==> src/rtl/mac_rx_frame_sequencer.sv <==
// Purpose: delimits receive frames by START/TERM control codes, writes them to a frame buffer, hands a descriptor to the checker.
// Latency: buffer write one cycle after the word is sampled; descriptor valid two cycles after the term word.
// Backpressure: descriptor held until i_frame_ready; overlapping starts while waiting are counted and discarded.
module mac_rx_frame_sequencer #(
    parameter int          DATA_WIDTH      = 64,
    parameter int          CTRL_WIDTH      = 8,
    parameter int          BUF_WORDS       = 192,
    parameter int          ADDR_W          = $clog2(BUF_WORDS),
    parameter int          MIN_FRAME_BYTES = 73,
    parameter logic [7:0]  START_CODE      = 8'hFB,
    parameter logic [7:0]  TERM_CODE       = 8'hFD,
    parameter logic [7:0]  IDLE_CODE       = 8'h07
) (
    input  logic                  clk,
    input  logic                  i_rst,
    input  logic [DATA_WIDTH-1:0] i_rx_data,
    input  logic [CTRL_WIDTH-1:0] i_rx_ctrl,
    input  logic                  i_rx_valid,
    output logic                  o_wr_en,
    output logic [ADDR_W-1:0]     o_wr_addr,
    output logic [DATA_WIDTH-1:0] o_wr_data,
    output logic                  o_frame_valid,
    input  logic                  i_frame_ready,
    output logic [15:0]           o_frame_len,
    output logic                  o_frame_runt,
    output logic [15:0]           o_frame_count,
    output logic [15:0]           o_drop_count
);

    // Word index must reach BUF_WORDS itself so a full buffer is detectable.
    localparam int IDX_W   = $clog2(BUF_WORDS + 1);
    localparam int LANE_W  = $clog2(CTRL_WIDTH);
    localparam int BYTE_SH = $clog2(CTRL_WIDTH);

    typedef enum logic [1:0] {
        S_IDLE,
        S_CAPTURE,
        S_HANDOFF,
        S_DROP
    } state_t;

    state_t             state_q, state_d;
    logic [IDX_W-1:0]   idx_q, idx_d;
    logic               pending_q, pending_d, pend_now;
    logic               has_ctrl, any_term, is_start, is_term, is_idle;
    logic [LANE_W-1:0]  lane_t;
    logic [7:0]         lane_b;
    logic               wr_en_d, len_ld, drop_inc, frame_inc, valid_d;
    logic [ADDR_W-1:0]  wr_addr_d;
    logic [15:0]        len_d;

    // Lane decode: lowest control lane wins; any lane carrying TERM is also noted for start+term words.
    always_comb begin
        has_ctrl = 1'b0;
        lane_t   = '0;
        lane_b   = '0;
        any_term = 1'b0;
        for (int i = CTRL_WIDTH - 1; i >= 0; i--) begin
            if (i_rx_ctrl[i]) begin
                has_ctrl = 1'b1;
                lane_t   = LANE_W'(i);
                lane_b   = i_rx_data[8*i +: 8];
                if (i_rx_data[8*i +: 8] == TERM_CODE) begin
                    any_term = 1'b1;
                end
            end
        end
    end

    assign is_start = i_rx_ctrl[0] && (i_rx_data[7:0] == START_CODE);
    assign is_term  = has_ctrl && (lane_b == TERM_CODE);
    assign is_idle  = has_ctrl && (lane_b == IDLE_CODE);
    assign len_d    = (16'(idx_q) << BYTE_SH) + 16'(lane_t) + 16'd1;

    // Next-state and per-cycle actions of the frame sequencer.
    always_comb begin
        state_d   = state_q;
        idx_d     = idx_q;
        pending_d = pending_q;
        pend_now  = pending_q;
        wr_en_d   = 1'b0;
        wr_addr_d = idx_q[ADDR_W-1:0];
        len_ld    = 1'b0;
        drop_inc  = 1'b0;
        frame_inc = 1'b0;
        valid_d   = o_frame_valid;
        case (state_q)
            S_IDLE: begin
                if (i_rx_valid && is_start) begin
                    wr_en_d   = 1'b1;
                    wr_addr_d = '0;
                    idx_d     = IDX_W'(1);
                    state_d   = S_CAPTURE;
                end
            end
            S_CAPTURE: begin
                if (i_rx_valid) begin
                    if (is_start) begin
                        drop_inc  = 1'b1;
                        wr_en_d   = 1'b1;
                        wr_addr_d = '0;
                        idx_d     = IDX_W'(1);
                    end else if (idx_q == IDX_W'(BUF_WORDS)) begin
                        drop_inc = 1'b1;
                        state_d  = S_DROP;
                    end else if (!has_ctrl) begin
                        wr_en_d = 1'b1;
                        idx_d   = idx_q + IDX_W'(1);
                    end else if (is_term) begin
                        wr_en_d = 1'b1;
                        len_ld  = 1'b1;
                        state_d = S_HANDOFF;
                    end else begin
                        drop_inc = 1'b1;
                        state_d  = S_IDLE;
                    end
                end
            end
            S_HANDOFF: begin
                if (i_rx_valid) begin
                    if (is_start) begin
                        drop_inc = 1'b1;
                        pend_now = !any_term;
                    end else if (is_term || is_idle) begin
                        pend_now = 1'b0;
                    end
                end
                pending_d = pend_now;
                if (o_frame_valid && i_frame_ready) begin
                    valid_d   = 1'b0;
                    frame_inc = 1'b1;
                    pending_d = 1'b0;
                    state_d   = pend_now ? S_DROP : S_IDLE;
                end else if (!o_frame_valid) begin
                    valid_d = 1'b1;
                end
            end
            S_DROP: begin
                if (i_rx_valid && (is_term || is_idle)) begin
                    state_d = S_IDLE;
                end
            end
            default: state_d = S_IDLE;
        endcase
    end

    // State, write port, descriptor and saturating counters.
    always_ff @(posedge clk or posedge i_rst) begin
        if (i_rst) begin
            state_q       <= S_IDLE;
            idx_q         <= '0;
            pending_q     <= 1'b0;
            o_wr_en       <= 1'b0;
            o_wr_addr     <= '0;
            o_wr_data     <= '0;
            o_frame_valid <= 1'b0;
            o_frame_len   <= '0;
            o_frame_runt  <= 1'b0;
            o_frame_count <= '0;
            o_drop_count  <= '0;
        end else begin
            state_q       <= state_d;
            idx_q         <= idx_d;
            pending_q     <= pending_d;
            o_wr_en       <= wr_en_d;
            o_frame_valid <= valid_d;
            if (wr_en_d) begin
                o_wr_addr <= wr_addr_d;
                o_wr_data <= i_rx_data;
            end
            if (len_ld) begin
                o_frame_len  <= len_d;
                o_frame_runt <= (len_d < 16'(MIN_FRAME_BYTES));
            end
            if (frame_inc && (o_frame_count != 16'hFFFF)) begin
                o_frame_count <= o_frame_count + 16'd1;
            end
            if (drop_inc && (o_drop_count != 16'hFFFF)) begin
                o_drop_count <= o_drop_count + 16'd1;
            end
        end
    end

endmodule

==> config.mk <==
export PLATFORM = sky130hd
export DESIGN_NAME = mac_rx_frame_sequencer
export DESIGN_NICKNAME = d
export VERILOG_FILES = /design/src/rtl/mac_rx_frame_sequencer.sv
export SDC_FILE = /design/constraint.sdc
export NUM_CORES = 1
export LEC_CHECK = 0
export ABC_CLOCK_PERIOD_IN_PS = 14200
export CAP_MARGIN = 20
export CORE_MARGIN = 2
export CORE_UTILIZATION = 34
export CTS_CLUSTER_DIAMETER = 80
export DETAILED_ROUTE_END_ITERATION = 6
export DONT_BUFFER_PORTS = 1
export HOLD_SLACK_MARGIN = 0.1
export PLACE_DENSITY = 0.55
export SYNTH_ARGS = -nofsm -noshare
export SYNTH_HDL_FRONTEND = slang
export SYNTH_SLANG_ARGS = --single-unit
==> constraint.sdc <==
create_clock -name clk -period 14.2 [get_ports clk]
set_input_delay 4.26 -clock clk [delete_from_list [all_inputs] [get_ports clk]]
set_output_delay 4.26 -clock clk [all_outputs]
set_load 0.03 [all_outputs]
* Word level (Yosys, flattened, before mapping) *
Index checks and enable logic that the tools add are counted.

operators by class
  magnitude comparators = 1
  add/subtract/negate cells = 5
  muxes and demuxes = 88
  eq/ne operators = 25
  reductions and logical operators = 14

operators by type and width
  cell                                                 number
  two-way mux 8 bit                                    16
  == test 8 bit, second input constant                 11
  two-way mux 1 bit                                    50
  adder 16 x 1 -> 16 bit, second input constant        2
  inequality test 16 bit, second input constant        2
  one-hot mux 8 bit (2 select lines)                   2
  two-way mux 3 bit                                    8
  two-way mux 2 bit                                    9
  adder 12 x 1 -> 13 bit, second input constant        1
  < comparator 13 x 7 -> 1 bit, second input constant  1
  adder 11 x 3 -> 12 bit                               1
  inequality test 2 bit, second input constant         5
  inequality test 3 bit, second input constant         3
  adder 8 x 1 -> 8 bit, second input constant          1
  == test 8 x 3 -> 1 bit, second input constant        1
  logical AND 1 bit                                    8
  one-hot mux 2 bit (4 select lines)                   1
  AND reduction 6 bit                                  1
  AND reduction 5 bit                                  1
  == test 2 bit, second input constant                 2
  one-hot mux 1 bit (2 select lines)                   2
  == test 2 x 1 -> 1 bit, second input constant        1
  logical NOT 2 bit                                    1
  nonzero test 2 bit                                   1
  2 further kinds                                      2

word-level totals
  output and inout port bits = 123
  bits in registers = 134
  input bits = 76
  word-level logic and storage cells = 144

* Logic depth before layout (Yosys ltp) *
  word-level depth = 24
  gate-level depth with buffers = 13
  mapped depth without buffers = 12

* Least setup slack after synthesis *
Ideal clock, no wire load.

  path type = in2reg
  start = input i_rx_ctrl[5]
  end = register o_wr_data[0]
  arrival time = 6.276 ns
  setup time = 0.125 ns
  setup slack = 7.799 ns
  path buffers = 4
  data required time = 14.075 ns
  cell stages on the path = 11
  path through = buf_4 -> buf_2 -> a221oi_1 -> o21ai_1 -> a22oi_1 -> nand4_2 -> nor2b_4 -> o21a_4 -> buf_12 -> buf_12 -> mux2_4

between the ends
  cells in the longest elaborated chain, start to end = 14
  elaborated cells on any way between the ends = 20
  classes of those cells = eq/ne (1); mux (18); reduce/logical (1)

RTL lines
  element                               line  RTL
  start: declaration                    17    input logic [CTRL_WIDTH-1:0] i_rx_ctrl,
  two-way mux 8 bit (6 in a row)        59    if (i_rx_ctrl[i]) begin
  == test 8 bit                         71    assign is_term = has_ctrl && (lane_b == TERM_CODE);
  logical AND 1 bit                     71
  two-way mux 1 bit                     109   end else if (is_term) begin
  two-way mux 1 bit *                   106   end else if (!has_ctrl) begin
  two-way mux 1 bit *                   103   end else if (idx_q == IDX_W'(BUF_WORDS)) begin
  two-way mux 1 bit *                   98    if (is_start) begin
  two-way mux 1 bit *                   97    if (i_rx_valid) begin
  one-hot mux 1 bit (2 select lines) *  87    case (state_q)
  end signal: assignment                169   o_wr_data <= i_rx_data;
  end: declaration                      21    output logic [DATA_WIDTH-1:0] o_wr_data,

Mark *: on every way between the ends. The rest lies on a longest branch, timed or not.
A chain may end at the register's enable or synchronous reset.

* Worst setup path after layout *
  start = input i_rx_ctrl[6]
  end = register o_wr_data[59]

between the ends
  cells in the longest elaborated chain, start to end = 15
  elaborated cells on any way between the ends = 22
  classes of those cells = eq/ne (1); mux (20); reduce/logical (1)

RTL lines
  element                               line
  two-way mux 8 bit (7 in a row)        59
  == test 8 bit                         71
  logical AND 1 bit                     71
  two-way mux 1 bit                     109
  two-way mux 1 bit *                   106
  two-way mux 1 bit *                   103
  two-way mux 1 bit *                   98
  two-way mux 1 bit *                   97
  one-hot mux 1 bit (2 select lines) *  87

Marks and branches as above.

==> flow_metrics.tcl <==
set metrics [dict create \
    cap_violations 0 \
    cp-start-kind "primary input" \
    grt_usage 0.171 \
    synthFlopType "dfrtp_1" \
    fmax_mhz 146 \
    cts.sinks 130 \
    grt_max_degree 83 \
    row_count 52 \
    io_pins 199 \
    hp-class "reg2reg" \
    internal-power_w 0.000736 \
    p_clk_frac 0.423 \
    p_per_area_nw_per_um2 140 \
    ys_seq_area_frac 0.472 \
    synthCells 640 \
    htreeDepth 4 \
    clock_path_buffers 2 \
    syn_to_final_growth_pct 10.7 \
    cts_resized 0 \
    setup_viol_count_final 0 \
    crit_type "in2reg" \
    synthTopCellsByArea "dfrtp_1, mux2_4, nand2_1" \
    cp-end-kind "register" \
    switching_power_w 0.000335 \
    place_congestion 0.826 \
    comb_power_share 0.106 \
    yosysTopAreaCell "dfrtp_1" \
    hold_violations 0 \
    num-fill-cells 2015 \
    synthTopCellsByCount "dfrtp_1, nand2_1, mux2_4, nor2_1, o21ai_0" \
    first_pass_iters 5 \
    grt_pass1_vias 4888 \
    hold_slack_ps 546 \
    ir_worst_vdd_uv 77.5 \
    drive_above_1_share 0.181 \
    slew_violations 0 \
    ys_types 65 \
    ff2ff_path_depth 8 \
    period_needed_ps 6860 \
    start_util 0.344 \
    cts_buffers 17 \
    worstSkewPairLatency_ps 420 \
    fin_crit_sh 0.483 \
    num_antenna_cells 0 \
    portBuffers 0 \
    avgRoutedWirePerCell_um 19.6 \
    synth_seq_cells 130 \
    die_x_um 146 \
    synth_top_cell_area_share 0.472 \
    vias 4822 \
    postRouteAntennaNets 0 \
    dieArea_um2 21400 \
    async_reset_ff_frac 1.00 \
    arrival_ps 7160 \
    slew_headroom 0.329 \
    place_hpwl_um 13700 \
    fin_worst_skew_ps 10.1 \
    clk_pin_slew_ps 60 \
    drt_iter0_drc 278 \
    via_per_inst 5.27 \
    synth_edf_count 0 \
    syn_area_um2 6890 \
    avgSynthCellArea_um2 10.8 \
    core_area_um2 20000 \
    die_y_um 146 \
    seqPwrFrac 0.471 \
    yosysWarnings 0 \
    fin_nets 717 \
    critPathRequiredTime_ps 14490 \
    clockRootBuffer "clkbuf_16" \
    grt_pass1_wl_um 28400 \
    drcViolationCount 0 \
    utilization 0.381 \
    postCtsSetupBuffers 0 \
    cts_hold_buffers 0 \
    swShare 0.313 \
    status "complete, no violations" \
    rsz0062_at_grt "false" \
    antenna_found_initial 0 \
    cts_tree "done" \
    overflow 0 \
    wl_um 17900 \
    tns_ps 0 \
    whs_path_depth 2 \
    leakage_nw 3.57 \
    tightestPinTransition_ps 1010 \
    synthMostInstantiatedCell "dfrtp_1" \
    cp_max_fo 68 \
]
-- layer usage --
layer | vias up | track usage | part of all wire
met3 | 29 | 0.0600 | 0.094
met2 | 212 | 0.279 | 0.48
li1 | 2222 | - | -
met5 | - | 0 | 0
met1 | 2359 | 0.208 | 0.40
met4 | 0 | 0.0694 | 0.027
-- sequential cells by signal (all words and copies together), names as in the netlist, 2 cells and up --
name           cells
o_wr_data         64
o_drop_count      16
o_frame_count     16
o_frame_len       12
idx_q              8
o_wr_addr          8
state_q            2
-- power by group through the flow --
| stage | logic (W) | registers, W | clock network [W] |
|---|---|---|---|
| 6_report | 0.000114 | 0.000505 | 0.000453 |
| 5_1_grt | 0.000129 | 0.000511 | 0.000484 |
| 4_1_cts | 0.000115 | 0.000506 | 0.000466 |
| 3_5_place_dp | 0.000114 | 0.000512 | 0 |
| 3_3_place_gp | 0.000110 | 0.000511 | 0 |
| 2_1_floorplan | 0.0000975 | 0.000500 | 0 |
-- worst paths after layout --
| path | startpoint | endpoint | slack (ps) |
|---|---|---|---|
| max | i_rx_ctrl[6] | o_wr_data[59]$_DFFE_PP0P_ | 7340 |
| min in group asynchronous | i_rst | o_frame_count[15]$_DFFE_PP0P_ | 3720 |
| max in group asynchronous | i_rst | o_wr_data[18]$_DFFE_PP0P_ | 9530 |
| min | pending_q$_DFFE_PP0P_ | pending_q$_DFFE_PP0P_ | 550 |
| max reg2reg | idx_q[0]$_DFFE_PP0P_ | o_wr_data[59]$_DFFE_PP0P_ | 10990 |
| min reg2reg | pending_q$_DFFE_PP0P_ | pending_q$_DFFE_PP0P_ | 550 |
-- worst max-delay path, cell delays in order --
cell and delay, ps:
nand3b_1 140, a221o_1 330, a311oi_1 380, a211oi_2 90
nand4_2 150, nor2b_4 170, o21a_4 320, buf_4 800
mux2_2 420
-- area by class of cell --
type	instances	area, um2	area share
clock buffers	17	425	0.0558
clock inverters	15	185	0.0243
inverters	26	103	0.0134
multi-input cells	452	3270	0.428
flip-flops and latches	130	3250	0.426
well taps	270	338	0.0443
repair buffers	5	57.6	0.00754
-- layout by cell type (no fill, tap or decap), types with 4 or more instances in the layout --
cell	instances
nand4_1	10
nor3_1	9
buf_4	4
nand3_1	25
nand3b_1	10
xnor2_1	23
nand2_1	86
a221oi_1	6
o311a_1	5
and2_1	5
xor2_1	18
a22oi_1	6
mux2_2	10
nor4_1	4
nand2b_1	7
o31ai_1	4
nor2_1	35
dfrtp_1	130
inv_1	24
ha_1	9
a221o_1	4
mux2_4	51
clkinv_4	4
or2b_1	4
clkbuf_16	17
o21ai_0	35
clkinvlp_4	5
a21oi_1	23
conb_1	4
and3_1	8
-- through the flow --
step	setup slack (ps)	area [um2]	total power (W)	cells
6_report	7340	7630	0.00107	915
5_1_grt	7170	7630	0.00112	915
3_5_place_dp	6900	6990	0.000626	882
3_3_place_gp	6970	6990	0.000620	882
4_1_cts	7350	7600	0.00109	914
2_1_floorplan	6470	6900	0.000598	643
-- cells by family (layout without fill, tap and decap cells) --
group,Yosys count,after routing,synth area share
simple gates,230,230,0.170
flops,130,130,0.472
compound gates,105,105,0.102
mux,63,63,0.130
buf+inv,61,63,0.0561
xor+xnor,41,41,0.0521
fa+ha+maj,9,9,0.0163
other cells,1,4,0.000544
Note: power is estimated with default switching activity, not from simulation.
